===== src/rtl/serial_adder_pkg.sv =====
// Shared constants for the bit-serial adder:
// FSM state encodings and the default operand width.
package serial_adder_pkg;

  localparam logic [1:0] IDLE  = 2'd0;
  localparam logic [1:0] SHIFT = 2'd1;
  localparam logic [1:0] DONE  = 2'd2;

  localparam int DEF_WIDTH = 8;

endpackage


===== src/rtl/serial_adder_full_adder_cell.sv =====
// One-bit full adder built from plain gates;
// the serial adder reuses it once per cycle.
module full_adder_cell (
  output logic cout,
  output logic s,
  input  logic a,
  input  logic b,
  input  logic cin
);

  logic p;

  assign p    = a ^ b;
  assign s    = p ^ cin;
  assign cout = (a & b) | (cin & p);

endmodule


===== src/rtl/serial_adder.sv =====
// Bit-serial adder: one full-adder cell, carry kept
// in a flop, result assembled LSB-first over WIDTH cycles.
module serial_adder
  import serial_adder_pkg::*;
#(
  parameter int WIDTH = DEF_WIDTH
) (
  input  logic             clk,
  input  logic             rst,
  input  logic             start,
  input  logic [WIDTH-1:0] a,
  input  logic [WIDTH-1:0] b,
  input  logic             cin,
  output logic             busy,
  output logic             done,
  output logic [WIDTH-1:0] sum,
  output logic             cout
);

  localparam int CW = $clog2(WIDTH);
  localparam logic [CW-1:0] LAST = CW'(WIDTH - 1);

  logic [1:0]       state;
  logic [WIDTH-1:0] ra;
  logic [WIDTH-1:0] rb;
  logic [WIDTH-1:0] rs;
  logic             cy;
  logic [CW-1:0]    cnt;
  logic             s;
  logic             c;
  logic [WIDTH-1:0] rs_next;

  full_adder_cell u_fa (
    .cout (c),
    .s    (s),
    .a    (ra[0]),
    .b    (rb[0]),
    .cin  (cy)
  );

  // Next partial result: new sum bit enters at the MSB
  assign rs_next = {s, rs[WIDTH-1:1]};

  // Status flags decode straight from the state register
  assign busy = (state == SHIFT);
  assign done = (state == DONE);

  // FSM, operand shifters, carry, counter and result registers
  always_ff @(posedge clk or posedge rst) begin
    if (rst) begin
      state <= IDLE;
      ra    <= '0;
      rb    <= '0;
      rs    <= '0;
      cy    <= 1'b0;
      cnt   <= '0;
      sum   <= '0;
      cout  <= 1'b0;
    end else begin
      case (state)
        IDLE: begin
          if (start) begin
            ra    <= a;
            rb    <= b;
            cy    <= cin;
            cnt   <= '0;
            state <= SHIFT;
          end
        end
        SHIFT: begin
          ra  <= {1'b0, ra[WIDTH-1:1]};
          rb  <= {1'b0, rb[WIDTH-1:1]};
          rs  <= rs_next;
          cy  <= c;
          cnt <= cnt + 1'b1;
          if (cnt == LAST) begin
            sum   <= rs_next;
            cout  <= c;
            state <= DONE;
          end
        end
        DONE: begin
          state <= IDLE;
        end
        default: begin
          state <= IDLE;
        end
      endcase
    end
  end

endmodule

===== config.mk =====
export PLATFORM = sky130hd
export DESIGN_NAME = serial_adder
export DESIGN_NICKNAME = d
export VERILOG_FILES = /design/src/rtl/serial_adder_pkg.sv /design/src/rtl/serial_adder_full_adder_cell.sv /design/src/rtl/serial_adder.sv
export SDC_FILE = /design/constraint.sdc
export NUM_CORES = 1
export LEC_CHECK = 0
export ABC_CLOCK_PERIOD_IN_PS = 2500
export BUFFER_PORTS_ARGS = -buffer_cell sky130_fd_sc_hd__buf_4
export CAP_MARGIN = 40
export CORE_UTILIZATION = 58
export DETAILED_ROUTE_END_ITERATION = 8
export GPL_TIMING_DRIVEN = 1
export HOLD_SLACK_MARGIN = 0.05
export MAX_ROUTING_LAYER = met4
export PLACE_DENSITY_LB_ADDON = 0.15
export SLEW_MARGIN = 20
export SYNTH_ARGS = -nofsm -noshare
export SYNTH_HDL_FRONTEND = slang
export SYNTH_SLANG_ARGS = --single-unit

===== constraint.sdc =====
create_clock -name clk -period 2.5 [get_ports clk]
set_input_delay 0.125 -clock clk [delete_from_list [all_inputs] [get_ports clk]]
set_output_delay 0.125 -clock clk [all_outputs]
set_load 0.02 [all_outputs]

==> results.py <==
metrics = {
    "cells_and_area": {
        "instances_no_fill": 214,
        "layout-drive-gt1-share_pct": 28.4,
        "diodes": 0,
        "area_growth_pct": 18.4,
        "nNetsFinal": 206,
    },
    "clocking": {
        "post-cts-setup-buffers": 0,
        "clock_latency_ns": 0.34,
        "clk_pin_slew_ns": 0.12,
        "cts_resized": 0,
        "cts_hold_buf": 3,
        "clockBufferDepth": 2,
        "cts_made_buffers": 5,
        "tritoncts": "done",
        "cts_sinks": 38,
        "cts.htree.levels": 2,
        "cts-root-buf": "clkbuf_4",
    },
    "die": {
        "start_util_pct": 62.2,
        "ios": 31,
        "die_h_um": 56.6,
        "row_count": 19,
        "core-area_sq_mm": 0.00278,
        "die-area_sq_mm": 0.00320,
        "die_w_um": 56.6,
    },
    "synth": {
        "synth_area_sq_mm": 0.00173,
        "ys_seq_elements": 38,
        "yosysWarnings": 0,
        "synth.avg_cell_area_sq_um": 11.4,
        "synthCells": 152,
        "ys_types": 26,
        "ys_seq_area_share_pct": 55.0,
        "synth_nets": 175,
    },
    "routing": {
        "wl_per_cell_um": 14.4,
        "routed_wl_um": 3090,
        "antenna_left": 0,
        "via_per_inst": 5.70,
        "drcViolationCount": 0,
        "first_iter_violations": 34,
        "first_pass_iters": 4,
        "vias": 1219,
    },
    "grt": {
        "grt_pass1_vias": 1181,
        "track_usage_pct": 23.0,
        "grt_first_pass_wirelength_um": 5400,
        "antenna_found_initial": 0,
        "gr-total-overflow": 0,
        "grt_max_degree": 39,
    },
    "timing": {
        "finalSetupViolCount": 0,
        "layout_min_cycle_time_ns": 1.75,
        "skew_ns": 0.0151,
        "slew_headroom_pct": 65.6,
        "tns_ns": 0,
        "maxSlewViolCount": 0,
        "timing.fmax_ghz": 0.571,
        "setup_ws_ns": 0.748,
        "period_share_pct": 70.1,
        "final-hold-violation-count": 0,
        "rsz0062_at_grt": "false",
        "worst_pin_slew_ns": 0.517,
    },
    "pwr": {
        "p_clk_share_pct": 16.5,
        "p_leak_uw": 0.00100,
        "netSwitchingFraction_pct": 36.4,
        "pwr-share-comb_pct": 40.2,
        "p_int_uw": 1630,
        "power.density_mw_per_mm2": 1250,
        "p_seq_share_pct": 43.2,
        "p_switching_uw": 932,
        "ir_worst_vdd_mv": 0.891,
    },
    "placement": {
        "port_buffers": 30,
        "place_ws_ns": 0.884,
        "placed_cells": 204,
        "finalWeightedCongestion": 0.800,
        "hpwl_um": 2110,
    },
    "setup_path": {
        "worst-setup-path-type": "reg2out",
        "critPathLaunchType": "flop",
        "end_kind": "output pin",
        "required_ns": 2.38,
        "cp_max_fo": 17,
        "critPathArrivalTime_ns": 1.63,
    },
    "run": {
        "maxCapViolations": 0,
    },
    "outcome": {
        "outcome": "finished, final reports clean",
    },
    "min_path": {
        "min_path_type": "in2reg",
    },
}
[worst paths after layout]
path / endpoint / slack (ns) / cells past startpoint / from
max: busy / 0.75 / 3 / state[1]
min in group asynchronous: rs[6] / 0.44 / 4 / rst
min: rb[4] / 0.09 / 3 / b[4]
min reg2reg: rs[1] / 0.49 / 2 / rs[1]
max reg2reg: sum[1] / 0.82 / 4 / state[1]
max in group asynchronous: ra[3] / 1.72 / 4 / rst
[synth_stat cells]
| library cell | count | area share, % |
|---|---|---|
| nor3_1 | 3 | 0.87 |
| buf_2 | 7 | 2.0 |
| ha_1 | 2 | 1.4 |
| o22ai_1 | 14 | 5.1 |
| clkinv_4 | 1 | 0.51 |
| nor3b_1 | 4 | 1.7 |
| mux2_4 | 9 | 7.8 |
| dfrtp_1 | 38 | 55 |
| nor2b_1 | 4 | 1.4 |
| buf_4 | 1 | 0.43 |
| nand3b_1 | 1 | 0.43 |
| o221a_2 | 1 | 0.65 |
| a221oi_1 | 3 | 1.5 |
| o21bai_2 | 1 | 0.65 |
| nand2b_1 | 1 | 0.36 |
| nand2b_4 | 1 | 0.80 |
| nand2_1 | 22 | 4.8 |
| a22o_1 | 4 | 2.0 |
| nand2_8 | 1 | 1.2 |
| a21oi_1 | 12 | 3.5 |
| o22a_1 | 4 | 2.0 |
| buf_6 | 2 | 1.3 |
| nor2_1 | 6 | 1.3 |
| o21ai_0 | 1 | 0.29 |
| inv_1 | 8 | 1.7 |
| fa_1 | 1 | 1.2 |
[registers in the layout (all words and copies together), names as in the netlist]
register	flops
rb	8
rs	7
state	2
cout	1
sum	8
cy	1
cnt	3
ra	8
[layout by cell type, fill, tap and decap left out, types with 5 or more instances in the layout]
master,synthesis,routed
nor2_1,6,6
dfrtp_1,38,38
o22ai_1,14,14
inv_1,8,8
a21oi_1,12,12
nand2_1,22,22
mux2_4,9,9
clkbuf_4,0,5
buf_4,1,31
[routing by layer]
layer / GRT usage, % / wire length [um] / vias to the layer above
li1: - / - / 594
met1: 31.4 / 1380 / 589
met2: 34.1 / 1550 / 34
met4: 5.23 / 9 / 0
met3: 6.91 / 148 / 2
met5: - / 0 / -
[power groups by stage]
| stage | combinational [uW] | sequential (uW) | clock, uW |
|---|---|---|---|
| after floorplan | 769 | 1130 | 0 |
| after global placement | 994 | 1110 | 0 |
| after detailed placement | 1030 | 1120 | 0 |
| after CTS | 1040 | 1110 | 428 |
| after global routing | 1140 | 1150 | 452 |
| final | 1030 | 1110 | 424 |
[through the flow]
step | utilization, % | power, uW | cell area, sq um | hold slack (ns)
after floorplan | - | 1900 | 1730 | 0.258
after global placement | 69.6 | 2100 | 1940 | 0.256
after detailed placement | 69.6 | 2150 | 1940 | 0.265
after CTS | 73.6 | 2580 | 2050 | 0.0789
after global routing | 73.6 | 2740 | 2050 | 0.0833
final | 73.6 | 2560 | 2050 | 0.0896
[layout make-up]
class,count,area [sq um]
clock buffer,6,51.3
fill,206,734
multi-input combinational,95,674
clock inverter,1,30.0
timing repair buffer,34,263
sequential,38,951
inverter,9,38.8
tap,31,38.8
[cells by family after synthesis]
logic type / count (synthesis) / share of synthesized area [%]
buf+inv: 19 / 6.01
simple gates: 43 / 12.9
mux: 9 / 7.81
compound gates: 40 / 15.7
fa+ha+maj: 3 / 2.60
flops: 38 / 55.0
[critical path, cell delays in order, from the launching register on]
cell	delay, ns
dfrtp_1	0.61
nand2b_4	0.33
clkinv_4	0.16
buf_4	0.19
Power figures use the tool's default switching activity.
